==> src/rtl/buffer_5_bit_skid_pkg.sv <==
// Shared widths and state encoding for the 5-bit skid buffer and its DLX neighbours.
package buffer_5_bit_skid_pkg;

   localparam int unsigned DLX_REG_W = 5;
   localparam int unsigned WIDTH     = DLX_REG_W;
   localparam int unsigned COUNT_W   = 2;

   // State value doubles as the occupancy count.
   typedef enum logic [COUNT_W-1:0] {
      ST_EMPTY = 2'd0,
      ST_ONE   = 2'd1,
      ST_FULL  = 2'd2
   } state_e;

endpackage

==> src/rtl/buffer_5_bit_skid_if.sv <==
// One valid/ready channel carrying a WIDTH-bit word.
interface buffer_5_bit_skid_if;
   import buffer_5_bit_skid_pkg::*;

   logic [WIDTH-1:0] data;
   logic             valid;
   logic             ready;

   modport master (output data, output valid, input ready);
   modport slave  (input data, input valid, output ready);

endinterface

==> src/rtl/buffer_5_bit_skid.sv <==
// Two-entry registered skid buffer: every output comes straight from a flop,
// so neither ready nor data has a combinational path across the block.
module buffer_5_bit_skid
   import buffer_5_bit_skid_pkg::*;
(
   input  logic                   clk,
   input  logic                   reset_n,
   input  logic                   flush,
   buffer_5_bit_skid_if.slave     up,
   buffer_5_bit_skid_if.master    dn,
   output logic [COUNT_W-1:0]     count
);

   state_e           state_q, state_nxt;
   logic [WIDTH-1:0] m_q, m_nxt;
   logic [WIDTH-1:0] s_q, s_nxt;
   logic             in_ready_q, in_ready_nxt;
   logic             out_valid_q, out_valid_nxt;
   logic             accept;
   logic             emit;

   // State and storage registers.
   always_ff @(posedge clk or negedge reset_n) begin
      if (!reset_n) begin
         state_q     <= ST_EMPTY;
         m_q         <= '0;
         s_q         <= '0;
         in_ready_q  <= 1'b1;
         out_valid_q <= 1'b0;
      end else begin
         state_q     <= state_nxt;
         m_q         <= m_nxt;
         s_q         <= s_nxt;
         in_ready_q  <= in_ready_nxt;
         out_valid_q <= out_valid_nxt;
      end
   end

   // Next-state, storage update and next-cycle handshake outputs.
   always_comb begin
      state_nxt = state_q;
      m_nxt     = m_q;
      s_nxt     = s_q;
      accept    = up.valid & in_ready_q;
      emit      = out_valid_q & dn.ready;

      if (flush) begin
         state_nxt = ST_EMPTY;
      end else begin
         case (state_q)
            ST_EMPTY: begin
               if (accept) begin
                  m_nxt     = up.data;
                  state_nxt = ST_ONE;
               end
            end
            ST_ONE: begin
               if (accept && emit) begin
                  m_nxt = up.data;
               end else if (accept) begin
                  s_nxt     = up.data;
                  state_nxt = ST_FULL;
               end else if (emit) begin
                  state_nxt = ST_EMPTY;
               end
            end
            ST_FULL: begin
               if (emit) begin
                  m_nxt     = s_q;
                  state_nxt = ST_ONE;
               end
            end
            // Unused encoding falls back to empty.
            default: state_nxt = ST_EMPTY;
         endcase
      end

      in_ready_nxt  = (state_nxt != ST_FULL);
      out_valid_nxt = (state_nxt != ST_EMPTY);
   end

   assign up.ready = in_ready_q;
   assign dn.data  = m_q;
   assign dn.valid = out_valid_q;
   assign count    = state_q;

endmodule

==> src/flat_wrapper.sv <==
// flat-port wrapper written by rule: the top's interface ports become plain ports
module buffer_5_bit_skid_flat import buffer_5_bit_skid_pkg::*;
  (clk, reset_n, flush, count, up_data, up_valid, up_ready, dn_data, dn_valid, dn_ready);
  buffer_5_bit_skid_if up_i ();
  buffer_5_bit_skid_if dn_i ();
  input  logic clk;
  input  logic reset_n;
  input  logic flush;
  output logic [COUNT_W-1:0] count;
  input wire logic [$bits(up_i.data)-1:0] up_data;
  input wire logic [$bits(up_i.valid)-1:0] up_valid;
  output wire logic [$bits(up_i.ready)-1:0] up_ready;
  output wire logic [$bits(dn_i.data)-1:0] dn_data;
  output wire logic [$bits(dn_i.valid)-1:0] dn_valid;
  input wire logic [$bits(dn_i.ready)-1:0] dn_ready;
  assign up_i.data = up_data;
  assign up_i.valid = up_valid;
  assign up_ready = up_i.ready;
  assign dn_data = dn_i.data;
  assign dn_valid = dn_i.valid;
  assign dn_i.ready = dn_ready;
  buffer_5_bit_skid u_core (.clk(clk), .reset_n(reset_n), .flush(flush), .up(up_i), .dn(dn_i), .count(count));
endmodule
==> config.mk <==
export PLATFORM = sky130hd
export DESIGN_NAME = buffer_5_bit_skid_flat
export DESIGN_NICKNAME = d
export VERILOG_FILES = /design/src/rtl/buffer_5_bit_skid_pkg.sv /design/src/rtl/buffer_5_bit_skid_if.sv /design/src/rtl/buffer_5_bit_skid.sv /design/src/flat_wrapper.sv
export SDC_FILE = /design/constraint.sdc
export NUM_CORES = 1
export LEC_CHECK = 0
export CORE_MARGIN = 8
export CORE_UTILIZATION = 30
export DETAILED_ROUTE_END_ITERATION = 10
export PLACE_DENSITY = 0.65
export SLEW_MARGIN = 20
export SYNTH_ARGS = -nofsm -noshare
export SYNTH_HDL_FRONTEND = slang
export SYNTH_SLANG_ARGS = --single-unit
export TNS_END_PERCENT = 30
==> constraint.sdc <==
create_clock -name clk -period 2.25 [get_ports clk]
set_input_delay 0.3375 -clock clk [delete_from_list [all_inputs] [get_ports clk]]
set_output_delay 0.3375 -clock clk [all_outputs]
set_load 0.05 [all_outputs]
# After elaboration in Yosys (flattened, before gate mapping)

Index checks and enable logic that the tools add are counted.

Register bits: 14
Input port bits: 10
Output and inout port bits: 9
Logic and storage cells: 32

Equality and inequality tests: 6
Mux-type cells: 11
Bitwise gates (word level): 4
Reductions and logical operators: 6

Operators with widths:

| kind               | count |
|---|---|
| $mux 5             | 3 |
| $pmux 5 s3         | 1 |
| $mux 2             | 6 |
| $ne 2x1->1 const B | 3 |
| $pmux 2 s3         | 1 |
| $reduce_and 5->1   | 1 |
| $reduce_and 4->1   | 1 |
| $reduce_bool 3->1  | 1 |
| $and 1x1->1        | 2 |
| $eq 2x1->1 const B | 1 |
| $eq 2x2->1 const B | 1 |
| $logic_not 2->1    | 1 |
| $ne 2x2->1 const B | 1 |
| $not 1->1          | 2 |
| $reduce_bool 2->1  | 1 |
| $logic_and 1x1->1  | 1 |

# Logic depth before layout (Yosys ltp)

Word-level depth: 7
Depth in mapped cells: 4
Gate-level depth less buffers: 3

# Worst setup path before layout

Ideal clock, no wire load.

Path kind: register to register
From: register u_core.state_q[1], in the netlist u_core.count[1]
To: register u_core.m_q[0], in the netlist u_core.dn.data[0]
Library setup time: 0.125 ns
Arrival time: 1.712 ns
Required time: 2.125 ns
Path slack: 0.413 ns
Cell stages (with the launch flop): 4
Buffers on the path: 0
Period minus slack after synthesis: 1.837 ns
Cells stage by stage: dfrtp_1 a2bb2oi_2 a2111oi_4 mux2_2

Longest elaborated chain between the ends: 3
Elaborated cells on any way between the ends: 9
Those cells by class: eq/ne (5); mux (1); reduce/logical (3)

RTL lines:

| what                                                             | RTL line                | RTL |
|---|---|---|
| start, declared                                                  | buffer_5_bit_skid.sv:14 | `state_e state_q, state_nxt;` |
| start signal, assigned                                           | buffer_5_bit_skid.sv:31 | `state_q <= state_nxt;` |
| $eq 2x2->1 (tied with other cells)                               | buffer_5_bit_skid.sv:50 | `case (state_q)` |
| $ne 2x1->1 (no line) / $reduce_bool 3->1 (equally long branches) | -                       |  |
| $reduce_and 5->1 (no line)                                       | -                       |  |
| end signal, assigned                                             | buffer_5_bit_skid.sv:32 | `m_q <= m_nxt;` |
| end, declared                                                    | buffer_5_bit_skid.sv:15 | `logic [WIDTH-1:0] m_q, m_nxt;` |

Parallel ways exist; a longest one is shown, timed or not.
A chain may end at the register's enable or synchronous reset.

# Worst setup path after layout

From: register u_core.state_q[1], in the netlist u_core.count[1]
To: output count[1]

RTL lines:

| what          | RTL line          | RTL |
|---|---|---|
| end, declared | flat_wrapper.sv:9 | `output logic [COUNT_W-1:0] count;` |

No word-level cell between the ends.

==> qor.csv <==
stage,metric,value,unit
logic_synthesis,avgSynthCellArea,14.2,µm²
logic_synthesis,mappedNetlistArea,669,µm²
critical_path,path_cells,clkdlybuf4s50_1,
route,drc,0,
critical_path,r2r-end,u_core.dn.data[3],
logic_synthesis,synth_nets,57,
logic_synthesis,synth_mux_area_share,25.2,%
critical_path,endpoint,count[1],
pwr,power.density,1040,nW/µm²
place,pre_cts_ws,0.253,ns
logic_synthesis,syn_inst,47,
clocking,cts_tree,yes,
critical_path,r2r_start,u_core.count[1],
clocking,cts_made_buffers,3,
timing,period_minus_slack,2.04,ns
global_routing,antenna_found_initial,0,
logic_synthesis,synthArstFlopShare,100,%
critical_path,cp.depth,1,
timing,hold_viol_final,0,
place,place_area,880,µm²
worst_hold_path,hold_path_class,in2async,
logic_synthesis,synth_most_common_cell,mux2_2,
clocking,post-cts-setup-buffer-count,0,
logic_synthesis,ys_types,18,
logic_synthesis,synth_compound_area_share,16.1,%
clocking,clk_pin_slew_worst_paths,0.09,ns
logic_synthesis,synth.top_cell.area_share,48.6,%
timing,fin_crit_sh,90.8,%
floorplan,chipWidth,63.2,µm
global_routing,grt_pass1_vias,504,
pwr,finalPower,0.000951,W
critical_path,startpoint_type,flop,
critical_path,timing_worst_setup_path_type,reg2out,
layout,num_antenna_cells,0,
layout,final_area,916,µm²
pwr,ir_drop,0.567,mV
clocking,htreeDepth,1,
route,firstDrtPassIters,3,
global_routing,grt_max_degree,15,
timing,maxSlewViolCount,0,
critical_path,worstPathMaxFanout,9,
critical_path,critPathTopFamily,buffers and inverters,
critical_path,ff2ff_path_depth,3,
pwr,p_leak,0.377,nW
floorplan,fp.dieH,63.2,µm
route,initialDrtViolationCount,39,
clocking,clock_latency,0.28,ns
clocking,clockRootBuffer,clkbuf_4,
layout,drive_above_1_share,39.7,%
route,wire_per_inst,14.3,µm
route,antenna_left,0,
critical_path,cp.arrival,1.70,ns
logic_synthesis,yosys-top-cells-count,"15 x mux2_2, 13 x dfrtp_1, 3 x a21oi_1, 2 x nand2_1",
logic_synthesis,synth_top_family_by_area,multiplexers,
critical_path,regToRegSetupSlack,0.53,ns
floorplan,initial_utilization,30.9,%
critical_path,crit_start,u_core.count[1],
logic_synthesis,synth-xor-area-share,0,%
timing,clock.fmax,0.490,GHz
flow_run,cap_violations,0,
timing,rsz0062_at_grt,no,
logic_synthesis,synthSimpleGateAreaFrac,4.86,%
logic_synthesis,synth_largest_area_cell,dfrtp_1,
clocking,ctsHoldBuffers,0,
logic_synthesis,synth-seq-cells,14,
route,routed_wl,1370,µm
place,portBuffers,18,
logic_synthesis,synth_area_leaders,"dfrtp_1 49%, mux2_2 25%, a2111oi_4 4.1%",
critical_path,cp_slowest_cell,clkdlybuf4s50_1,
floorplan,io_pins,19,
floorplan,die_area,4000,µm²
timing,setup_viol,0,
route,routed_via_density,4.75,
critical_path,cp-end-kind,output port,
layout,nets,79,
floorplan,core_area,2170,µm²
layout,final_util,42.2,%
clocking,cts_resized,0,
timing,setup_slack,0.208,ns
route,num_vias,456,
clocking,cts_buffer_depth,2,
timing,relSlewSlack,58.4,%
layout,synthToLayoutAreaGrowth,36.8,%
global_routing,grt_usage,7.57,%
floorplan,rows,17,
place,hpwl,1020,µm
timing,tightest_slew,0.622,ns
critical_path,critPathBufInv,1,
logic_synthesis,yosysSeqAreaShare,52.5,%
clocking,cts_sinks,14,
logic_synthesis,ys_warn_count,0,
outcome,status,finished clean,
logic_synthesis,synth-main-ff-cell,dfrtp_1,
timing,setup_tns,0,ns
critical_path,critical_path_required,1.91,ns
place,place_congestion,0.652,
logic_synthesis,synthAdderAreaFrac,0,%
global_routing,grt_pass1_wl,2480,µm
global_routing,grt_overflow,0,
critical_path,cpPeakStageDelay,0.87,ns
timing,skew,0.00704,ns
logic_synthesis,synth-edff-count,0,
flip-flops by register name (all words and copies together) (netlist names):
signal,count
u_core.up.ready,1
u_core.count,2
u_core.dn.valid,1
u_core.s_q,5
u_core.dn.data,5
cell usage in the layout (no fill, tap or decap):
cell type and count:
clkdlybuf4s50_1 18, clkbuf_4 3, o21ai_0 1, mux2_2 15, nand2_1 2, o21a_1 1, a2bb2oi_2 1, inv_1 1
a21oi_1 3, a2111oi_4 1, a21bo_2 1, nand2b_1 1, nand3b_1 1, a21o_2 1, and4b_2 1, clkbuf_8 1
a21oi_2 1, a211o_2 1, dfrtp_1 13, dfstp_2 1
worst min path at each step:
| stage | cells after the start | to | startpoint | slack [ns] |
|---|---|---|---|---|
| floorplan | 0 | u_core.count[0] | reset_n | 0.04 |
| global placement | 1 | u_core.s_q[4] | u_core.s_q[4] | 0.48 |
| detailed placement | 1 | u_core.s_q[3] | u_core.s_q[3] | 0.49 |
| CTS | 1 | u_core.s_q[2] | reset_n | 0.45 |
| global route | 1 | u_core.dn.data[1] | reset_n | 0.48 |
| finish | 1 | u_core.s_q[2] | reset_n | 0.44 |
area by class of cell:
class | instances | area, µm²
multi-input combinational | 31 | 309
sequential | 14 | 352
tap | 28 | 35.0
inverter | 1 | 3.75
fill | 218 | 1250
timing repair buffer | 18 | 180
clock buffer | 4 | 36.3
power breakdown:
| part | internal, W | leakage, nW | switching (W) |
|---|---|---|---|
| clock network | 0.0000985 | 0.0210 | 0.0000826 |
| logic | 0.000170 | 0.187 | 0.000215 |
| registers | 0.000335 | 0.169 | 0.0000497 |
| total | 0.000604 | 0.377 | 0.000348 |
routing by layer:
metal	routed length (µm)	vias to the layer above	global-route usage, %
met5	0	-	0
met4	0	0	0.836
met3	175	0	6.18
li1	-	213	-
met2	610	19	11.4
met1	586	224	8.36
metrics by stage:
| stage | std cells | hold slack [ns] |
|---|---|---|
| 2_1_floorplan | 47 | 0.0419 |
| 3_3_place_gp | 92 | 0.483 |
| 3_5_place_dp | 92 | 0.494 |
| 4_1_cts | 96 | 0.448 |
| 5_1_grt | 96 | 0.484 |
| 6_report | 96 | 0.435 |
cell families (layout without fill, tap and decap cells):
group	after synthesis	count (layout)
compound gates	11	11
flops	14	14
mux	15	15
simple gates	5	5
buf+inv	2	23
Power figures use the tool's default switching activity.
